==> src/rtl/fifo_pkg.sv <==
// Shared definitions for the parametrised synchronous FIFO.
//   FIFO_WIDTH_DEF      default data word width
//   FIFO_DEPTH_LOG2_DEF default log2 of the entry count
//   fifo_ptr_t          read/write pointer at the default depth (index + wrap bit)
//   clog2()             ceiling log2, usable in constant expressions
package fifo_pkg;

  localparam int FIFO_WIDTH_DEF      = 16;
  localparam int FIFO_DEPTH_LOG2_DEF = 4;

  typedef logic [FIFO_DEPTH_LOG2_DEF:0] fifo_ptr_t;

  function automatic int clog2(input int value);
    int result;
    result = 0;
    while ((1 << result) < value) result++;
    return result;
  endfunction

endpackage

==> src/rtl/fifo_ram.sv <==
// Simple dual-port storage for the FIFO: one write port, one read port with a
// registered output so it maps onto distributed or block RAM.
// Ports:
//   clk      rising-edge clock
//   reset_n  async active-low reset, clears only the read output register
//   wr_en    write strobe
//   wr_addr  write address
//   wr_data  write data
//   rd_en    read strobe; rd_data holds when low
//   rd_addr  read address
//   rd_data  registered read data
module fifo_ram
  import fifo_pkg::*;
#(
  parameter int WIDTH  = FIFO_WIDTH_DEF,
  parameter int ADDR_W = FIFO_DEPTH_LOG2_DEF
) (
  input  logic              clk,
  input  logic              reset_n,
  input  logic              wr_en,
  input  logic [ADDR_W-1:0] wr_addr,
  input  logic [WIDTH-1:0]  wr_data,
  input  logic              rd_en,
  input  logic [ADDR_W-1:0] rd_addr,
  output logic [WIDTH-1:0]  rd_data
);

  logic [WIDTH-1:0] mem [2**ADDR_W];

  // No reset on the array so it stays inferable as RAM.
  always_ff @(posedge clk) begin
    if (wr_en) mem[wr_addr] <= wr_data;
  end

  // A same-address read and write return the old word: the slot being read
  // is the one the write is refilling.
  always_ff @(posedge clk or negedge reset_n) begin
    if (!reset_n)   rd_data <= '0;
    else if (rd_en) rd_data <= mem[rd_addr];
  end

endmodule

==> src/rtl/param_sync_fifo.sv <==
// Parametrised single-clock FIFO between the link transmitter/receiver and
// local logic. One-cycle read latency, simultaneous read/write, occupancy
// count, programmable almost flags, error pulses and synchronous flush.
// Ports:
//   clk           rising-edge clock
//   reset_n       async active-low reset
//   flush         synchronous clear; drops any read/write in the same cycle
//   write_en      write request
//   data_in       write data
//   read_en       read request
//   data_out      registered read data, holds when no read is accepted
//   data_valid    data_out was updated by a read this cycle
//   full, empty   occupancy == DEPTH / == 0 (pointer decode)
//   almost_full   count >= AF_LEVEL
//   almost_empty  count <= AE_LEVEL
//   count         occupancy 0..DEPTH
//   overflow      pulse: write rejected because full
//   underflow     pulse: read rejected because empty
module param_sync_fifo
  import fifo_pkg::*;
#(
  parameter int WIDTH      = FIFO_WIDTH_DEF,
  parameter int DEPTH_LOG2 = FIFO_DEPTH_LOG2_DEF,
  parameter int AF_LEVEL   = (1 << DEPTH_LOG2) - 2,
  parameter int AE_LEVEL   = 2
) (
  input  logic                  clk,
  input  logic                  reset_n,
  input  logic                  flush,
  input  logic                  write_en,
  input  logic [WIDTH-1:0]      data_in,
  input  logic                  read_en,
  output logic [WIDTH-1:0]      data_out,
  output logic                  data_valid,
  output logic                  full,
  output logic                  empty,
  output logic                  almost_full,
  output logic                  almost_empty,
  output logic [DEPTH_LOG2:0]   count,
  output logic                  overflow,
  output logic                  underflow
);

  localparam int DEPTH = 1 << DEPTH_LOG2;

  typedef logic [DEPTH_LOG2:0] ptr_t;
  typedef logic [DEPTH_LOG2:0] cnt_t;

  localparam ptr_t PTR_ONE  = ptr_t'(1);
  localparam cnt_t CNT_ONE  = cnt_t'(1);
  localparam cnt_t CNT_FULL = cnt_t'(DEPTH);
  localparam cnt_t AF_CNT   = cnt_t'(AF_LEVEL);
  localparam cnt_t AE_CNT   = cnt_t'(AE_LEVEL);

  if (DEPTH_LOG2 < 1 || clog2(DEPTH) != DEPTH_LOG2) begin : g_bad_depth
    $error("param_sync_fifo: DEPTH_LOG2 must be >= 1");
  end
  if (WIDTH < 1) begin : g_bad_width
    $error("param_sync_fifo: WIDTH must be >= 1");
  end
  if (AF_LEVEL < 1 || AF_LEVEL > DEPTH) begin : g_bad_af
    $error("param_sync_fifo: AF_LEVEL must be within 1..DEPTH");
  end
  if (AE_LEVEL < 0 || AE_LEVEL > DEPTH - 1) begin : g_bad_ae
    $error("param_sync_fifo: AE_LEVEL must be within 0..DEPTH-1");
  end

  ptr_t wr_ptr, rd_ptr;
  cnt_t count_next;
  logic rd_ok, wr_ok, rd_acc, wr_acc;

  // Flags decode the registered pointers/count only.
  assign empty        = (wr_ptr == rd_ptr);
  assign full         = (wr_ptr[DEPTH_LOG2-1:0] == rd_ptr[DEPTH_LOG2-1:0]) &&
                        (wr_ptr[DEPTH_LOG2] != rd_ptr[DEPTH_LOG2]);
  assign almost_full  = (count >= AF_CNT);
  assign almost_empty = (count <= AE_CNT);

  // A write at full is still taken when a read frees a slot in the same cycle.
  assign rd_ok  = read_en && !empty;
  assign wr_ok  = write_en && (!full || rd_ok);
  assign rd_acc = rd_ok && !flush;
  assign wr_acc = wr_ok && !flush;

  always_comb begin
    count_next = count;
    case ({wr_acc, rd_acc})
      2'b10:   count_next = count + CNT_ONE;
      2'b01:   count_next = count - CNT_ONE;
      default: count_next = count;
    endcase
  end

  always_ff @(posedge clk or negedge reset_n) begin
    if (!reset_n) begin
      wr_ptr     <= '0;
      rd_ptr     <= '0;
      count      <= '0;
      data_valid <= 1'b0;
      overflow   <= 1'b0;
      underflow  <= 1'b0;
    end else if (flush) begin
      wr_ptr     <= '0;
      rd_ptr     <= '0;
      count      <= '0;
      data_valid <= 1'b0;
      overflow   <= 1'b0;
      underflow  <= 1'b0;
    end else begin
      if (wr_acc) wr_ptr <= wr_ptr + PTR_ONE;
      if (rd_acc) rd_ptr <= rd_ptr + PTR_ONE;
      count      <= count_next;
      data_valid <= rd_acc;
      overflow   <= write_en && full && !rd_ok;
      underflow  <= read_en && empty;
    end
  end

  fifo_ram #(
    .WIDTH  (WIDTH),
    .ADDR_W (DEPTH_LOG2)
  ) u_ram (
    .clk     (clk),
    .reset_n (reset_n),
    .wr_en   (wr_acc),
    .wr_addr (wr_ptr[DEPTH_LOG2-1:0]),
    .wr_data (data_in),
    .rd_en   (rd_acc),
    .rd_addr (rd_ptr[DEPTH_LOG2-1:0]),
    .rd_data (data_out)
  );

  // Pointer-derived flags and the occupancy counter must never disagree.
  a_flags_match_count : assert property (@(posedge clk) disable iff (!reset_n)
    (full == (count == CNT_FULL)) && (empty == (count == '0)));

endmodule

==> config.mk <==
export PLATFORM = sky130hd
export DESIGN_NAME = param_sync_fifo
export DESIGN_NICKNAME = d
export VERILOG_FILES = /design/src/rtl/fifo_pkg.sv /design/src/rtl/fifo_ram.sv /design/src/rtl/param_sync_fifo.sv
export SDC_FILE = /design/constraint.sdc
export NUM_CORES = 1
export LEC_CHECK = 0
export CORE_ASPECT_RATIO = 0.5
export CORE_MARGIN = 4
export CORE_UTILIZATION = 50
export CTS_CLUSTER_DIAMETER = 50
export CTS_CLUSTER_SIZE = 8
export DETAILED_ROUTE_END_ITERATION = 8
export PLACE_DENSITY = 0.66
export SLEW_MARGIN = 20
export SYNTH_ARGS = -nofsm -noshare
export SYNTH_HDL_FRONTEND = slang
export SYNTH_HIERARCHICAL = 1
export SYNTH_SLANG_ARGS = --single-unit
export TNS_END_PERCENT = 100
==> constraint.sdc <==
create_clock -name clk -period 5.3 [get_ports clk]
set_clock_uncertainty 0.2 [all_clocks]
set_input_delay 0.795 -clock clk [delete_from_list [all_inputs] [get_ports clk]]
set_output_delay 0.795 -clock clk [all_outputs]
set_load 0.005 [all_outputs]
; Yosys cells after proc, flatten, opt, wreduce, memory -nomap -nowiden
; Memory sizes are Yosys's and may differ from the RTL's. A register that Yosys moved wholly into a read port is not among the register bits.
; Index checks and enable logic that the tools add are counted.
[word_totals]
mem_bits_rw = 256
output_inout_bits = 28
wordCells = 46
mem_count = 1
in_bits = 21
regBits = 18
[mem_list]
columns = name, depth, width, read_ports, rd_ports_with_merged_regs, wr, line
row1 = u_ram.mem, 16, 16, 1, 1, 1, fifo_ram.sv:28  ; logic [WIDTH-1:0] mem [2**ADDR_W];
[classes]
addsub = 4
magnitude_cmp = 2
mux = 11
reduce_logical = 17
eq_ne = 5
[ops]
columns = op, n
row1 = $mux 5, 5
row2 = $add 5x1->5 const B, 3
row3 = $pmux 5 s2, 1
row4 = $logic_and 1x1->1, 8
row5 = $eq 5x5->1, 1
row6 = $ge 5x4->1 const B, 1
row7 = $le 5x2->1 const B, 1
row8 = $logic_not 1->1, 5
row9 = $mux 1, 5
row10 = $sub 5x1->5 const B, 1
row11 = $eq 4x4->1, 1
row12 = $reduce_bool 2->1, 2
row13 = $reduce_bool 3->1, 1
row14 = $eq 2x1->1 const B, 1
row15 = $eq 2x2->1 const B, 1
row16 = $logic_or 1x1->1, 1
row17 = $ne 1x1->1, 1

; Depth between registers and ports, before layout
; Gate-level depths: netlist of the first run.
[logic_depth]
ltp_word = 9
depth_mapped = 12
depth_no_buf = 11

; Modules after synthesis
; Netlist of the first run, hierarchy kept.
[by_module_without_submodules]
columns = mod, seq_area_each_um2, area_each_um2, cells_each, n_inst
row1 = fifo_ram, 8087.8, 10458.8, 452, 1
row2 = param_sync_fifo, 450.4, 1154.9, 118, 1

; Worst setup path after synthesis of the first run
; Ideal clock, no wire load.
[synth_timing]
path_type = register to register
startpoint = reg rd_ptr[4]
endpoint = mem u_ram/mem[0][0] (netlist bit) (enable)
t_arrival_ps = 3043
slack_ps = 1647
setup_time_ps = 409
synth_period_minus_slack_ps = 3653
t_required_ps = 4691
path_buffers = 0
path_stages_with_launch = 7
path_cell_list = dfrtp_1 > xnor2_1 > nor2_1 > a21boi_2 > nor2b_1 > or3b_2 > nor3_1
[synth_via]
elab_chain_len = 8
word_cells_on_any_way = 11
classes_between = 2 x eq/ne / 2 x mux / 7 x reduce/logical
[synth_rtl]
columns = item, line
row1 = from (decl), param_sync_fifo.sv:68  ; ptr_t wr_ptr, rd_ptr;
row2 = from (signal assigned), param_sync_fifo.sv:111  ; if (rd_acc) rd_ptr <= rd_ptr + PTR_ONE;
row3 = $eq 5x5->1 / $ne 1x1->1 (equally long branches), "param_sync_fifo.sv:73, param_sync_fifo.sv:75"
row4 = $logic_not 1->1 / $logic_and 1x1->1 (equally long branches), "param_sync_fifo.sv:80, param_sync_fifo.sv:74"
row5 = $logic_and 1x1->1 / $logic_not 1->1 (equally long branches), "param_sync_fifo.sv:80, param_sync_fifo.sv:81"
row6 = $logic_or 1x1->1 *, param_sync_fifo.sv:81  ; assign wr_ok = write_en && (!full || rd_ok);
row7 = $logic_and 1x1->1 *, param_sync_fifo.sv:81
row8 = $logic_and 1x1->1 *, param_sync_fifo.sv:83  ; assign wr_acc = wr_ok && !flush;
row9 = net wr_acc, param_sync_fifo.sv:70  ; logic rd_ok, wr_ok, rd_acc, wr_acc;
row10 = $mux 1 *, fifo_ram.sv:32  ; if (wr_en) mem[wr_addr] <= wr_data;
row11 = $mux 1 (not written as such) *, fifo_ram.sv:32
row12 = to (decl), fifo_ram.sv:28
; The timed path passes the listed nets; every way through them passes the cells marked *.

; Worst setup path in the final report of the first run
[layout_timing]
startpoint = reg rd_ptr[4]
endpoint = mem u_ram/mem[2][6] (netlist bit) (enable)
; Same word-level chain as after synthesis.

==> summary.md, run 1 <==
| Metric | Value |
|---|---|
| Status | finished, final reports clean |
| #FFs+latches synth | 290 |
| H-tree depth | 2 |
| RSZ-0062 raised after global routing | no |
| Arr. time, crit path | 3.65 ns |
| Initial antenna violation count | 0 |
| Power, Total | 5.800 mW |
| Leak pwr | 4.382 nW |
| WL/cell | 23.48 µm |
| Total Wirelength | 23.08 mm |
| Cell count after synthesis | 570 |
| Reg-to-reg critical path endpoint | u_ram/mem[2][6] |
| Die H | 115.8 µm |
| Post-DP HPWL | 13.79 mm |
| WS Path Type | flop to flop |
| GP Congestion | 0.8011 |
| 1st-iter DRT viols | 463 |
| Endpoint class of the critical path | flop |
| Slew Viols, Final | 0 |
| WP data required | 5.22 ns |
| Initial Utilization | 50.85% |
| Die width | 223.5 µm |
| Worst-Skew Late Latency | 0.52 ns |
| Routed Antenna Nets | 0 |
| Buf/Inv on CP | 0 |
| Pwr/cell area | 426.3 nW/µm² |
| Drt first pass iters | 4 |
| Total GRT Usage | 18.49% |
| # fillers | 1609 |
| Critical path cell sequence | xnor2_1 -> nor2_1 -> a21boi_2 -> nor2b_1 -> or3b_2 -> nor2_2 |
| CTS buffer count | 42 |
| # rows | 39 |
| Post-synthesis sequential area ratio | 73.52% |
| Share of layout cells above drive strength 1 | 23.22% |
| First-pass GRT wire length | 36.11 mm |
| Vias post-DR | 5746 |
| Worst-margin pin slew | 1.111 ns |
| Path depth of the worst reg2reg path | 6 |
| Total clock sinks | 290 |
| CP top delay family | simple AND/OR/NAND/NOR gates |
| CTS Root Cell | clkbuf_16 |
| Ant. Diodes | 0 |
| Maximum fanout along the worst path | 16 |
| IO buf count | 48 |
| Cell variety after synth | 55 |
| Startpoint Class | flop |
| Area Overhead vs Synth | 17.15% |
| Via density | 5.845 |
| Total setup buffers inserted after CTS | 0 |
| Reg clk slew, reported paths | 0.05 ns |
| Peak VDD IR | 0.0002028 V |
| Nets | 669 |
| Post-synth top area cell | edfxtp_1 |
| CTS tree | built |
| DIE AREA | 25880 µm² |
| Slowest stage delay, CP | 0.80 ns |
| Top post-synthesis cells by area | edfxtp_1 66%, mux4_2 11%, dfrtp_1 7.3%, a221oi_2 1.8%, mux4_1 1.8% |
| # setup viols final | 0 |
| Core ar. | 22840 µm² |
| Crit path depth | 6 |
| I/O pin count | 49 |
| Crit-path slowest cell | nor2_2 |
| Syn avg cell area | 20.37 µm² |
| Hold_buf cts | 0 |
| HP Class | primary input to asynchronous set/reset pin |
| # DRC | 0 |
| Gr ovfl total | 0 |
| Final worst path period need | 3.725 ns |
| Reg2reg setup slack | 1.58 ns |
| Multi-input logic area | 2873 µm² |
| Post-synth top area share | 66.19% |
| Post-CTS Resized | 0 |
| Syn Nets | 597 |
| Post-route clock period utilization | 70.27% |
| Register area | 8547 µm² |
| Fmax | 268.5 MHz |
| Syn. warnings | 6 |
| Hold Vio Cnt, Final | 0 |
| Slew HR | 25.87% |
| Hold WS | 0.2010 ns |
| Max-cap violations | 0 |
| Worst Setup SP | rd_ptr[4] |
| Largest net degree at the start of global routing | 49 |
| CP Capture Point | u_ram/mem[2][6] |
| Synthesized cell area | 11610 µm² |
| Clk buf depth | 3 |
| Launch point of the worst reg-to-reg path | rd_ptr[4] |
| Setup TNS | 0 ns |
| Number of global-route vias before repair | 5910 |
[kinds of logic after synthesis]
group | count (synthesis) | share of synthesized area, %
simple gates | 81 | 3.404
mux | 83 | 14.38
flops | 290 | 73.52
compound gates | 60 | 4.536
xor+xnor | 16 | 1.207
fa+ha+maj | 6 | 0.7111
buf+inv | 34 | 2.241
[cell type report]
cell class | instances | area share [%]
Clock buffer | 75 | 8.792
Clock inverter | 3 | 0.2943
Inverter | 4 | 0.1104
Multi-Input combinational cell | 246 | 21.11
Sequential cell | 290 | 62.82
Tap cell | 307 | 2.823
Timing Repair Buffer | 58 | 4.046
[worst register-to-register path: stages, from the launching register on]
cell      delay [ns]
dfrtp_1         0.42
xnor2_1         0.57
nor2_1          0.17
a21boi_2        0.28
nor2b_1         0.33
or3b_2          0.56
nor2_2          0.80
[metrics by stage]
stage | util [%] | instance area [µm²] | setup WS (ns) | std cells
floorplan | - | 11610 | 1.647 | 570
global placement | 54.16 | 12370 | 1.189 | 905
detailed placement | 54.16 | 12370 | 1.098 | 905
CTS | 59.58 | 13610 | 1.567 | 983
global route | 59.58 | 13610 | 1.315 | 983
finish | 59.58 | 13610 | 1.575 | 983
[flip-flops by register name (all words and copies together) (netlist names)]
register       flops
count              5
wr_ptr             5
underflow          1
u_ram/mem        256
overflow           1
rd_ptr             5
u_ram/rd_data     16
data_valid         1
[synth_stat cells (all sizes together)]
master	instances
o22ai	16
mux2i	18
mux2	1
nand2b	4
buf	23
clkbuf	7
and2	2
or3b	1
o21ai	5
and3	1
dfrtp	34
a31o	1
nor2	42
nor2b	5
nand4	4
a221oi	16
o21bai	1
xnor2	12
xor2	4
a21boi	2
nor3b	1
and4	2
o2111a	1
nor4b	1
nand3	5
fa	1
or3	1
ha	5
o311a	1
inv	4
a211oi	1
a21o	1
nor3	5
o211ai	3
nand3b	2
edfxtp	256
a21oi	9
or2	1
nand2	4
a41oi	1
o2bb2ai	1
mux4	64
a2111oi	1
[where the power goes]
part / leakage, nW / internal, mW / switching (mW) / total [mW]
Sequential: 2.72 / 2.58 / 0.110 / 2.69
Combinational: 1.08 / 0.358 / 0.312 / 0.671
Clock: 0.582 / 1.52 / 0.918 / 2.44
[cells in the final DEF (no fill, tap or decap), drive strengths merged, types with 5 or more instances in the layout]
master and n:
edfxtp 256, clkbuf 75, mux4 64, clkdlybuf4s50 47, nor2 42, dfrtp 34
mux2i 18, o22ai 16, a221oi 16, xnor2 12, buf 11, a21oi 9
nor2b 5, o21ai 5, nand3 5, ha 5, nor3 5
[how the worst min path moves through the flow]
stage	startpoint	endpoint	slack, ns	cells past startpoint
finish	reset_n	count[3]	0.20	1
global route	reset_n	u_ram/rd_data[12]	0.27	1
CTS	reset_n	u_ram/rd_data[12]	0.23	1
detailed placement	u_ram/rd_data[15]	u_ram/rd_data[15]	0.38	2
global placement	u_ram/rd_data[10]	u_ram/rd_data[10]	0.38	2
floorplan	reset_n	count[0]	0.30	0
[layer usage]
layer,track usage [%],part of all wire (%),vias to the layer above
met4,3.775,0.90,0
met3,4.277,5.8,20
li1,-,-,2517
met1,26.88,46,3030
met2,29.54,48,179
met5,0,0,-
No activity file was read; power rests on OpenSTA's default activity.
==> run 2: changes to the inputs <==
==> constraint.sdc (replaced) <==
create_clock -name clk -period 3.9 [get_ports clk]
set_clock_uncertainty 0.2 [all_clocks]
set_input_delay 0.585 -clock clk [delete_from_list [all_inputs] [get_ports clk]]
set_output_delay 0.585 -clock clk [all_outputs]
set_load 0.005 [all_outputs]
==> run 2 against run 1 <==
  * Combinational power grew 43%
  * Clock power grew 36%
  * Critical path depth grew 4
  * Critical path type unchanged
  * Highest routed layer unchanged
==> summary.md, run 2 (same netlist as run 1, synthesis figures left out) <==
| Metric | Value |
|---|---|
| Status | finished, final reports clean (unchanged) |
| Drt first pass iters | 5 (was 4) |
| Non-filler instance count after layout | 1005 (was 983) |
| CTS Root Cell | clkbuf_16 (unchanged) |
| Vias post-DR | 5894 (was 5746) |
| Total clock sinks | 290 (unchanged) |
| Regs by FF count | u_ram/mem x256, u_ram/rd_data x16 (unchanged) |
| GP Congestion | 0.7785 (was 0.8011) |
| Endpoint class of the critical path | flop (unchanged) |
| # setup viols final | 0 (unchanged) |
| Post-CTS Resized | 0 (unchanged) |
| Dpl ws | 0.5409 ns (was 1.098 ns) |
| Most frequent cells in the layout | 256 x edfxtp_1, 56 x mux4_2, 47 x clkdlybuf4s50_1, 43 x clkbuf_16 (was 256 x edfxtp_1, 56 x mux4_2, 47 x clkdlybuf4s50_1, 43 x clkbuf_16, 32 x clkbuf_1) |
| Final instance area | 13770 µm² (was 13610 µm²) |
| Die width | 223.5 µm (unchanged) |
| IO buf count | 48 (unchanged) |
| Clk buf depth | 3 (unchanged) |
| Ant. Diodes | 0 (unchanged) |
| Die H | 115.8 µm (unchanged) |
| Power, Total | 7.898 mW (was 5.800 mW) |
| Pwr/cell area | 573.5 nW/µm² (was 426.3 nW/µm²) |
| Path depth of the worst reg2reg path | 10 (was 6) |
| WL/cell | 24.14 µm (was 23.48 µm) |
| Leak pwr | 4.502 nW (was 4.382 nW) |
| Worst-margin pin slew | 0.9619 ns (was 1.111 ns) |
| Most common cell after layout, fill and taps aside | edfxtp_1 (unchanged) |
| Nets | 691 (was 669) |
| Reg clk slew, reported paths | 0.05 ns (about the same) |
| I/O pin count | 49 (unchanged) |
| DIE AREA | 25880 µm² (unchanged) |
| # fillers | 1635 (was 1609) |
| Total GRT Usage | 19.42% (was 18.49%) |
| Most flop-heavy register | u_ram/mem (unchanged) |
| Launch point of the worst reg-to-reg path | rd_ptr[0] (was rd_ptr[4]) |
| Arr. time, crit path | 3.50 ns (was 3.65 ns) |
| Fmax | 307.7 MHz (was 268.5 MHz) |
| Slew Viols, Final | 0 (unchanged) |
| Gr ovfl total | 0 (unchanged) |
| Slew HR | 35.87% (was 25.87%) |
| Total Wirelength | 24.26 mm (was 23.08 mm) |
| Hold Vio Cnt, Final | 0 (unchanged) |
| Post-DP HPWL | 14.47 mm (was 13.79 mm) |
| Hold_buf cts | 0 (unchanged) |
| Share of layout cells above drive strength 1 | 25.64% (was 23.22%) |
| CTS tree | built (unchanged) |
| Largest net degree at the start of global routing | 46 (was 49) |
| Startpoint Class | flop (unchanged) |
| RSZ-0062 raised after global routing | no (unchanged) |
| Setup TNS | 0 ns (unchanged) |
| Reg-to-reg critical path endpoint | count[4] (was u_ram/mem[2][6]) |
| WP data required | 4.15 ns (was 5.22 ns) |
| Core ar. | 22840 µm² (unchanged) |
| Post-route clock period utilization | 83.33% (was 70.27%) |
| Post-DP Area | 12530 µm² (was 12370 µm²) |
| Max-cap violations | 0 (unchanged) |
| H-tree depth | 2 (unchanged) |
| HP Class | primary input to asynchronous set/reset pin (unchanged) |
| 1st-iter DRT viols | 585 (was 463) |
| # rows | 39 (unchanged) |
| Initial Utilization | 50.85% (unchanged) |
| Via density | 5.865 (was 5.845) |
| First-pass GRT wire length | 37.58 mm (was 36.11 mm) |
| Area Overhead vs Synth | 18.58% (was 17.15%) |
| Max FFs per register | 256 (unchanged) |
| Reg2reg setup slack | 0.65 ns (was 1.58 ns) |
| Peak VDD IR | 0.0002788 V (was 0.0002028 V) |
| Total setup buffers inserted after CTS | 0 (unchanged) |
| Worst-Skew Late Latency | 0.52 ns (about the same) |
| # DRC | 0 (unchanged) |
| Cell Count Post-Placement | 927 (was 905) |
| Routed Antenna Nets | 0 (unchanged) |
| Maximum fanout along the worst path | 15 (was 16) |
| Initial antenna violation count | 0 (unchanged) |
| CTS buffer count | 42 (unchanged) |
| Setup WS post-layout | 0.6503 ns (was 1.575 ns) |
| Final worst path period need | 3.250 ns (was 3.725 ns) |
| Number of global-route vias before repair | 6083 (was 5910) |
| WS Path Type | flop to flop (unchanged) |
==> run 2: changes by cell type in the layout (fill, tap and decap cells not counted), sizes merged <==
cell      change
buf          +22
clkinv        +1
clkinvlp      -1
==> run 2: critical path, stage by stage (launching register included) <==
cell       delay, ns
dfrtp_4         0.62
xnor2_1         0.23
and4_4          0.32
a21boi_2        0.11
or3_1           0.41
fa_1            0.43
nand2b_1        0.16
o2bb2ai_1       0.18
and4_1          0.23
o21bai_1        0.13
o2111a_1        0.18
==> run 2: layout make-up <==
class / count / area, µm² / share of cell area (%)
clock inverter: 3 / 41.29 / 0.2998
timing repair buffer: 80 / 715.7 / 5.197
clock buffer: 75 / 1196 / 8.685
sequential: 290 / 8547 / 62.06
inverter: 4 / 15.01 / 0.1090
tap: 307 / 384.1 / 2.789
multi-input combinational: 246 / 2873 / 20.86
==> run 2: per-stage QoR <==
stage | hold slack, ns | utilization (%)
floorplan | 0.08941 | -
global placement | 0.3716 | 54.89
detailed placement | 0.3674 | 54.89
CTS | 0.04431 | 60.31
global route | 0.06744 | 60.31
finish | 0.02318 | 60.31
==> run 2: power by group <==
part	switching [mW]	internal (mW)	total, mW
clock	1.24	2.06	3.31
combinational	0.461	0.500	0.961
sequential	0.119	3.51	3.63
total	1.82	6.08	7.90
==> run 2: worst max path at each step <==
stage | start | endpoint | slack [ns] | cells past startpoint
final | rd_ptr[0] | count[4] | 0.65 | 10
after CTS | rd_ptr[0] | count[4] | 0.66 | 10
after floorplan | rd_ptr[4] | u_ram/mem[0][0] | 0.25 | 6
after detailed placement | write_en | u_ram/mem[0][6] | 0.54 | 6
after global routing | rd_ptr[0] | count[4] | 0.45 | 10
after global placement | read_en | count[4] | 0.57 | 10
==> run 2: routing by layer <==
metal	track usage, %	vias to the layer above	wire length [µm]
li1	-	2563	-
met1	28.56	3118	11150
met2	30.59	181	11360
met3	4.277	32	1351
met4	4.432	0	403
met5	0	-	0
